$ cat src/rtl/vispack_pkg.sv
// Shared correlator constants for the visibility packer: default widths and FSM state encodings.
package vispack_pkg;

    localparam int unsigned IBITS_DEF  = 8;
    localparam int unsigned WIDTH_DEF  = 32;
    localparam int unsigned FDEPTH_DEF = 16;
    localparam int unsigned FBITS_DEF  = 4;

    typedef enum logic [1:0] {
        ST_IDLE = 2'd0,
        ST_PACK = 2'd1,
        ST_DROP = 2'd2
    } state_e;

endpackage

$ cat src/rtl/vispack_fifo.sv
// Synchronous show-ahead FIFO: dout presents the head entry whenever the FIFO is non-empty.
module vispack_fifo #(
    parameter int unsigned W     = 33,
    parameter int unsigned DEPTH = 16,
    parameter int unsigned ABITS = 4
) (
    input  logic           clock,
    input  logic           rst_n,
    input  logic           push,
    input  logic [W-1:0]   din,
    input  logic           pop,
    output logic [W-1:0]   dout,
    output logic [ABITS:0] count,
    output logic           full,
    output logic           empty
);

    logic [W-1:0]     mem [DEPTH];
    logic [ABITS-1:0] wr_ptr;
    logic [ABITS-1:0] rd_ptr;
    logic             push_ok;
    logic             pop_ok;

    assign full    = (count == (ABITS+1)'(DEPTH));
    assign empty   = (count == '0);
    assign push_ok = push && !full;
    assign pop_ok  = pop && !empty;
    assign dout    = mem[rd_ptr];

    // Storage is cleared on reset so the head word reads as zero out of reset.
    always_ff @(posedge clock) begin
        if (!rst_n) begin
            for (int i = 0; i < int'(DEPTH); i++) begin
                mem[i] <= '0;
            end
            wr_ptr <= '0;
            rd_ptr <= '0;
            count  <= '0;
        end else begin
            if (push_ok) begin
                mem[wr_ptr] <= din;
                wr_ptr      <= wr_ptr + ABITS'(1);
            end
            if (pop_ok) begin
                rd_ptr <= rd_ptr + ABITS'(1);
            end
            count <= count + (ABITS+1)'(push_ok) - (ABITS+1)'(pop_ok);
        end
    end

endmodule

$ cat src/rtl/vispack.sv
// Visibility packer: frames of IBITS values packed little-endian into WIDTH-bit stream words.
// Optional counters enabled by defining VISPACK_COUNT_EN.
module vispack
    import vispack_pkg::*;
#(
    parameter int unsigned IBITS  = IBITS_DEF,
    parameter int unsigned WIDTH  = WIDTH_DEF,
    parameter int unsigned FDEPTH = FDEPTH_DEF,
    parameter int unsigned FBITS  = FBITS_DEF
) (
    input  logic             clock,
    input  logic             rst_n,
    input  logic             valid_i,
    input  logic             first_i,
    input  logic             last_i,
    input  logic [IBITS-1:0] data_i,
    output logic             m_tvalid,
    input  logic             m_tready,
    output logic             m_tlast,
    output logic [WIDTH-1:0] m_tdata,
    output logic             overflow_o,
    output logic [15:0]      frames_o,
    output logic [15:0]      drops_o
);

    localparam int unsigned RATIO = WIDTH / IBITS;
    localparam int unsigned LBITS = $clog2(RATIO);

    logic             v_q, f_q, l_q;
    logic [IBITS-1:0] d_q;

    state_e           state, state_n;
    logic [LBITS-1:0] lane, lane_n, lane_eff;
    logic [WIDTH-1:0] acc, acc_n, acc_eff, word_c;
    logic             pack_en, push, frame_err, drop_ev;

    logic             fifo_full, fifo_empty;
    logic [FBITS:0]   fifo_count;

    // Registered input stage; first/last are qualified by valid here.
    always_ff @(posedge clock) begin
        if (!rst_n) begin
            v_q <= 1'b0;
            f_q <= 1'b0;
            l_q <= 1'b0;
            d_q <= '0;
        end else begin
            v_q <= valid_i;
            f_q <= valid_i && first_i;
            l_q <= valid_i && last_i;
            d_q <= data_i;
        end
    end

    always_ff @(posedge clock) begin
        if (!rst_n) begin
            state <= ST_IDLE;
            lane  <= '0;
            acc   <= '0;
        end else begin
            state <= state_n;
            lane  <= lane_n;
            acc   <= acc_n;
        end
    end

    // A first beat anywhere restarts packing at lane 0 with an empty accumulator.
    always_comb begin
        state_n   = state;
        lane_n    = lane;
        acc_n     = acc;
        lane_eff  = lane;
        acc_eff   = acc;
        pack_en   = 1'b0;
        push      = 1'b0;
        frame_err = 1'b0;
        drop_ev   = 1'b0;
        if (v_q) begin
            case (state)
                ST_IDLE: begin
                    if (f_q) begin
                        pack_en  = 1'b1;
                        lane_eff = '0;
                        acc_eff  = '0;
                    end
                end
                ST_PACK: begin
                    pack_en = 1'b1;
                    if (f_q) begin
                        frame_err = 1'b1;
                        lane_eff  = '0;
                        acc_eff   = '0;
                    end
                end
                ST_DROP: begin
                    if (f_q) begin
                        frame_err = 1'b1;
                        pack_en   = 1'b1;
                        lane_eff  = '0;
                        acc_eff   = '0;
                    end else if (l_q) begin
                        state_n = ST_IDLE;
                    end
                end
                default: state_n = ST_IDLE;
            endcase
        end
        word_c = acc_eff;
        word_c[lane_eff*IBITS +: IBITS] = d_q;
        if (pack_en) begin
            if (lane_eff == LBITS'(RATIO - 1) || l_q) begin
                lane_n = '0;
                acc_n  = '0;
                if (fifo_full) begin
                    drop_ev = 1'b1;
                    state_n = l_q ? ST_IDLE : ST_DROP;
                end else begin
                    push    = 1'b1;
                    state_n = l_q ? ST_IDLE : ST_PACK;
                end
            end else begin
                acc_n   = word_c;
                lane_n  = lane_eff + LBITS'(1);
                state_n = ST_PACK;
            end
        end
    end

    vispack_fifo #(
        .W     (WIDTH + 1),
        .DEPTH (FDEPTH),
        .ABITS (FBITS)
    ) u_fifo (
        .clock (clock),
        .rst_n (rst_n),
        .push  (push),
        .din   ({l_q, word_c}),
        .pop   (m_tvalid && m_tready),
        .dout  ({m_tlast, m_tdata}),
        .count (fifo_count),
        .full  (fifo_full),
        .empty (fifo_empty)
    );

    assign m_tvalid = !fifo_empty;

    always_ff @(posedge clock) begin
        if (!rst_n) begin
            overflow_o <= 1'b0;
        end else if (drop_ev || frame_err) begin
            overflow_o <= 1'b1;
        end
    end

`ifdef VISPACK_COUNT_EN
    // A framing error and a full-FIFO drop in the same beat count as two drops.
    always_ff @(posedge clock) begin
        if (!rst_n) begin
            frames_o <= '0;
            drops_o  <= '0;
        end else begin
            frames_o <= frames_o + 16'(push && l_q);
            drops_o  <= drops_o + 16'(drop_ev) + 16'(frame_err);
        end
    end
`else
    assign frames_o = '0;
    assign drops_o  = '0;
`endif

endmodule

$ cat config.mk
export PLATFORM = sky130hd
export DESIGN_NAME = vispack
export DESIGN_NICKNAME = d
export VERILOG_FILES = /design/src/rtl/vispack_pkg.sv /design/src/rtl/vispack_fifo.sv /design/src/rtl/vispack.sv
export SDC_FILE = /design/constraint.sdc
export NUM_CORES = 1
export LEC_CHECK = 0
export CORE_ASPECT_RATIO = 1.2
export CORE_MARGIN = 2
export CORE_UTILIZATION = 50
export CTS_BUF_LIST = sky130_fd_sc_hd__clkbuf_16
export CTS_CLUSTER_DIAMETER = 50
export DETAILED_ROUTE_END_ITERATION = 16
export GPL_TIMING_DRIVEN = 0
export PLACE_DENSITY = 0.67
export SLEW_MARGIN = 25
export SYNTH_ARGS = -nofsm -noshare
export SYNTH_HDL_FRONTEND = slang
export SYNTH_SLANG_ARGS = --single-unit
$ cat constraint.sdc
create_clock -name clock -period 4.4 [get_ports clock]
set_input_delay 0.88 -clock clock [delete_from_list [all_inputs] [get_ports clock]]
set_output_delay 0.88 -clock clock [all_outputs]
set_load 0.02 [all_outputs]
## Word level (Yosys, flattened, before mapping)

Memories as Yosys holds them, arrays and structs flattened. A register that Yosys moved wholly into a read port is not among the register bits.
Index checks and enable logic that the tools add are counted.

| storage, ports and cells | value |
|---|---|
| memory bits (writable) | 528 |
| memories kept | 1 |
| output and inout bits | 67 |
| word-level logic and storage cells | 83 |
| register bits | 61 |
| latch bits | 0 |
| bits in read-only memories | 0 |
| input port bits | 14 |

| cells by class | value |
|---|---|
| reduce and logical (&&, ||, !) cells | 18 |
| divide/modulo/power cells | 0 |
| equal/unequal tests | 7 |
| shifts and indexed selects | 2 |
| order comparisons | 0 |
| bitwise operators | 0 |
| multiply operators | 0 |
| add/subtract/negate cells | 6 |
| mux-type cells | 38 |

Memories:

| memory | words | bits a word | read ports | clocked after Yosys merged registers in | write ports | line | source |
|---|---|---|---|---|---|---|---|
| u_fifo.mem | 16 | 33 | 1 | 1 | 16 | vispack_fifo.sv:18 | `logic [W-1:0] mem [DEPTH];` |

Operator list:

| kind | number |
|---|---|
| 32-bit 2-to-1 mux | 4 |
| 5-bit negator with 34-bit output | 1 |
| 8-bit by 34-bit variable shift with 32-bit output, first input constant | 1 |
| 8-bit by 34-bit indexed part select with 32-bit output | 1 |
| 33-bit 2-to-1 mux | 1 |
| 33-bit OR reduction | 1 |
| 32-bit bitwise mux | 1 |
| 2-bit 2-to-1 mux | 11 |
| 1-bit 2-to-1 mux | 16 |
| 4-bit 2-to-1 mux | 3 |
| 4-bit by 1-bit adder with 4-bit output, second input constant | 2 |
| 3-bit != test, second input constant | 2 |
| 2-bit OR reduction | 3 |
| 5-bit by 1-bit adder with 5-bit output | 1 |
| 5-bit == test, second input constant | 1 |
| 1-bit logical AND | 5 |
| 5-bit logical NOT | 1 |
| 5-bit by 1-bit subtractor with 5-bit output | 1 |
| 2-bit == test, second input constant | 2 |
| 2-bit case mux with 2 select lines | 1 |
| 4-bit AND reduction | 1 |
| 3-bit OR reduction | 1 |
| 2-bit by 1-bit adder with 2-bit output, second input constant | 1 |
| 2-bit by 1-bit == test with 1-bit output, second input constant | 1 |
| 6 further kinds | 8 |

## Logic depth before layout (Yosys ltp)

| logic depth | value |
|---|---|
| depth in word-level cells | 14 |
| gate-level depth with buffers | 15 |

## Hierarchy

From an unflattened synthesis, not the netlist that was laid out.

| second synthesis, totals | value |
|---|---|
| cells, all modules | 1,932 |
| area total of the unflattened synthesis | 26,289.0 sq um |

Modules (own cells, without submodules):

| module | times used | cells each | area each (sq um) |
|---|---|---|---|
| vispack_fifo | 1 | 1,673 | 23,860.4 |
| vispack | 1 | 259 | 2,428.6 |

## Worst setup path before layout

Ideal clock, no wire load.

| timing | value |
|---|---|
| kind | reg2reg |
| start point | reg state[0] |
| end point | mem u_fifo.mem[15][0] (enable) |
| stages on the path, launching flop included | 12 |
| library setup time | 0.391 ns |
| buffers on the path | 3 |
| setup slack | 0.830 ns |
| period minus slack after synthesis | 3.570 ns |
| arrival time | 3.179 ns |
| required time | 4.009 ns |
| cell sequence | dfxtp_1 ha_1 nand3b_1 nand2_1 inv_1 ha_1 o221ai_2 clkbuf_1 or4_1 clkbuf_1 buf_2 nand2_1 |

RTL lines:

| item | line | source |
|---|---|---|
| start, declared | vispack.sv:32 | `state_e state, state_n;` |
| start signal, assigned | vispack.sv:61 | `state <= state_n;` |
| end, declared | vispack_fifo.sv:18 |  |

==> flow_summary.ini <==
[run_status]
outcome = complete, no violations

[place]
placed_cells = 2545
io_buffers = 48
hpwl_um = 45600
gp_congestion = 0.882

[yosys]
synthFlopType = edfxtp_1
yosysSeqAreaShare_pct = 67.1
synth-edff-count = 528
netlist_instances = 1810
syn_area_per_cell_sq_um = 14.1
syn-cell-area_sq_um = 25600
synth.distinct_cells = 51
synth-async-reset-ratio_pct = 0
ys_warn_count = 0
ys_seq_elements = 593

[global_routing]
grt_usage_pct = 24.7
antenna_found_initial = 0
grt_use_met2_pct = 44.5
grt_pass1_wl_um = 96200
grt_max_degree = 34
top_usage_layer = met2
use_met3_pct = 4.14
grt_overflow = 0
grt_pass1_vias = 16055
grtUsageMet1_pct = 30.4

[pwr]
p_leak_nw = 9.77
p_per_area_nw_per_um2 = 478
total_power_mw = 14.0
peakVddDrop_mv = 0.312

[clock_network]
htreeDepth = 2
cts_hold_buf = 0
clk_pin_slew_ns = 0.06
postCtsSetupRepairBufs = 0
clk_path_buf_depth = 3
clk_latency_ns = 0.63
cts_made_buffers = 57
cts_tree = yes
root_buffer = clkbuf_16
cts.sinks = 593

[worst_setup_path]
r2r_start = state[0]
path_max_fanout = 10
crit_arrival_ns = 3.38
required_ns = 3.52
critical_path_class = flip-flop to primary output
cp-end-kind = primary output
start_kind = flip-flop

[drt]
vias = 15526
drc = 0
drt_pass1_iterations = 5
routed_wl_um = 64100
initialDrtViolationCount = 1702
post_drt_via_cell_ratio = 5.86
ant_nets = 0
wl_per_cell_um = 24.2

[timing]
report.final.slew_viol_count = 0
rsz0062_at_grt = false
setup_violations = 0
worst_pin_slew_ns = 1.15
period_share_pct = 96.8
whs_ns = 0.459
finClkSkew_ns = 0.0261
clock.fmax_mhz = 235
period_needed_ns = 4.26
report.final.hold_viol_count = 0
relSlewSlack_pct = 23.6

[min_path]
min_from = lane[1]
hold_path_class = flip-flop to flip-flop

[die]
rows = 90
start_util_pct = 50.7
die_h_um = 252
dieArea_sq_um = 53000
die_x_um = 210
io_pins = 81
coreArea_sq_um = 50400

[run]
drv_cap = 0

[cells_and_area]
fin_cells = 2650
fin_nets = 1993
area_delta_synth_final_pct = 14.4
n_antenna_cell = 0
drive_above_1_share_pct = 18.9
-- registers in the layout (all words and copies together), names as in the netlist, 2 cells and up, named ones only --
signal         count
d_q                8
u_fifo.mem       528
u_fifo.count       5
u_fifo.wr_ptr      4
lane               2
state              2
acc               32
u_fifo.rd_ptr      4
-- cells in the final DEF (no fill, tap or decap), types with 5 or more instances in the layout --
| cell | instances |
|---|---|
| a22oi_2 | 16 |
| clkbuf_2 | 18 |
| clkinv_2 | 10 |
| a22oi_1 | 82 |
| nand2_1 | 53 |
| clkinv_1 | 14 |
| nor2_1 | 537 |
| nor4_1 | 5 |
| clkbuf_16 | 59 |
| and2_1 | 19 |
| clkdlybuf4s50_1 | 48 |
| buf_4 | 39 |
| buf_1 | 9 |
| edfxtp_1 | 528 |
| buf_2 | 52 |
| or4_1 | 13 |
| inv_1 | 29 |
| ha_1 | 21 |
| bufinv_16 | 5 |
| clkbuf_1 | 76 |
| and3_1 | 5 |
| dfxtp_1 | 64 |
| a21boi_0 | 6 |
| buf_16 | 7 |
| nand3_1 | 7 |
| mux4_2 | 132 |
| a22o_1 | 16 |
| nand2_4 | 7 |
| nand2_2 | 8 |
| buf_12 | 5 |
| o2bb2ai_1 | 16 |
| nand2b_1 | 6 |
| conb_1 | 32 |
-- worst max-delay path: stages (launching register included) --
cell	delay (ns)
dfxtp_1	0.32
clkbuf_2	0.28
clkbuf_2	0.36
clkbuf_2	0.41
mux4_2	0.40
a22oi_1	0.25
nand2_1	0.15
clkdlybuf4s50_1	0.56
-- logic make-up (layout without fill, tap and decap cells) --
group,count (synthesis),in the layout,share of synthesized area (%)
fa+ha+maj,22,22,1.11
flops,593,593,67.1
other cells,1,32,0.0147
simple gates,682,682,10.9
mux,134,134,11.7
xor+xnor,5,5,0.171
buf+inv,218,383,3.96
compound gates,155,155,5.11
-- report_power, final --
group	total (mW)	switching, mW	internal [mW]
sequential	6.40	0.0898	6.31
clock	4.88	2.14	2.74
combinational	2.71	1.44	1.27
-- final timing paths --
check	endpoint	slack (ns)	cells past startpoint
min	lane[1]	0.46	2
max	m_tdata[11]	0.14	7
max reg2reg	u_fifo.mem[3][21]	0.19	11
min reg2reg	lane[1]	0.46	2
-- routing by layer --
metal	wire length [um]	up-vias
met1	23500	7839
li1	-	6885
met3	5140	111
met5	0	-
met2	33800	691
met4	1710	0
-- stage by stage --
step	setup slack, ns	utilization (%)	area (sq um)	TNS [ns]
global route	0.00204	58.0	29300	0
finish	0.142	58.0	29300	0
CTS	0.0376	58.0	29300	0
detailed placement	-0.0504	54.2	27300	-0.628
floorplan	0.830	-	25700	0
global placement	-0.817	53.5	27000	-286.06
-- final cells by class --
type | count | area (sq um)
timing repair buffer | 60 | 773
clock buffer | 59 | 1480
clock inverter | 49 | 392
sequential | 593 | 17200
buffer | 195 | 970
inverter | 20 | 75.1
fill | 3948 | 21200
tap | 644 | 806
multi-input combinational | 1030 | 7620
-- Yosys cell counts, drive strengths merged, types with 19 or more instances --
| cell | count | area, sq um |
|---|---|---|
| clkbuf | 98 | 368 |
| and2 | 19 | 119 |
| inv | 19 | 71.3 |
| mux4 | 132 | 2970 |
| dfxtp | 65 | 1300 |
| ha | 21 | 263 |
| edfxtp | 528 | 15900 |
| a22oi | 98 | 816 |
| nand2 | 69 | 259 |
| nor2 | 537 | 2020 |
| buf | 100 | 569 |
-- what timing repair did --
action | 4_1_cts | 5_1_grt
setup endpoints to repair | 48 | 183
gates resized for setup | 26 | 10
hold endpoints to repair | 0 | 0
(Power assumes the default switching activity.)
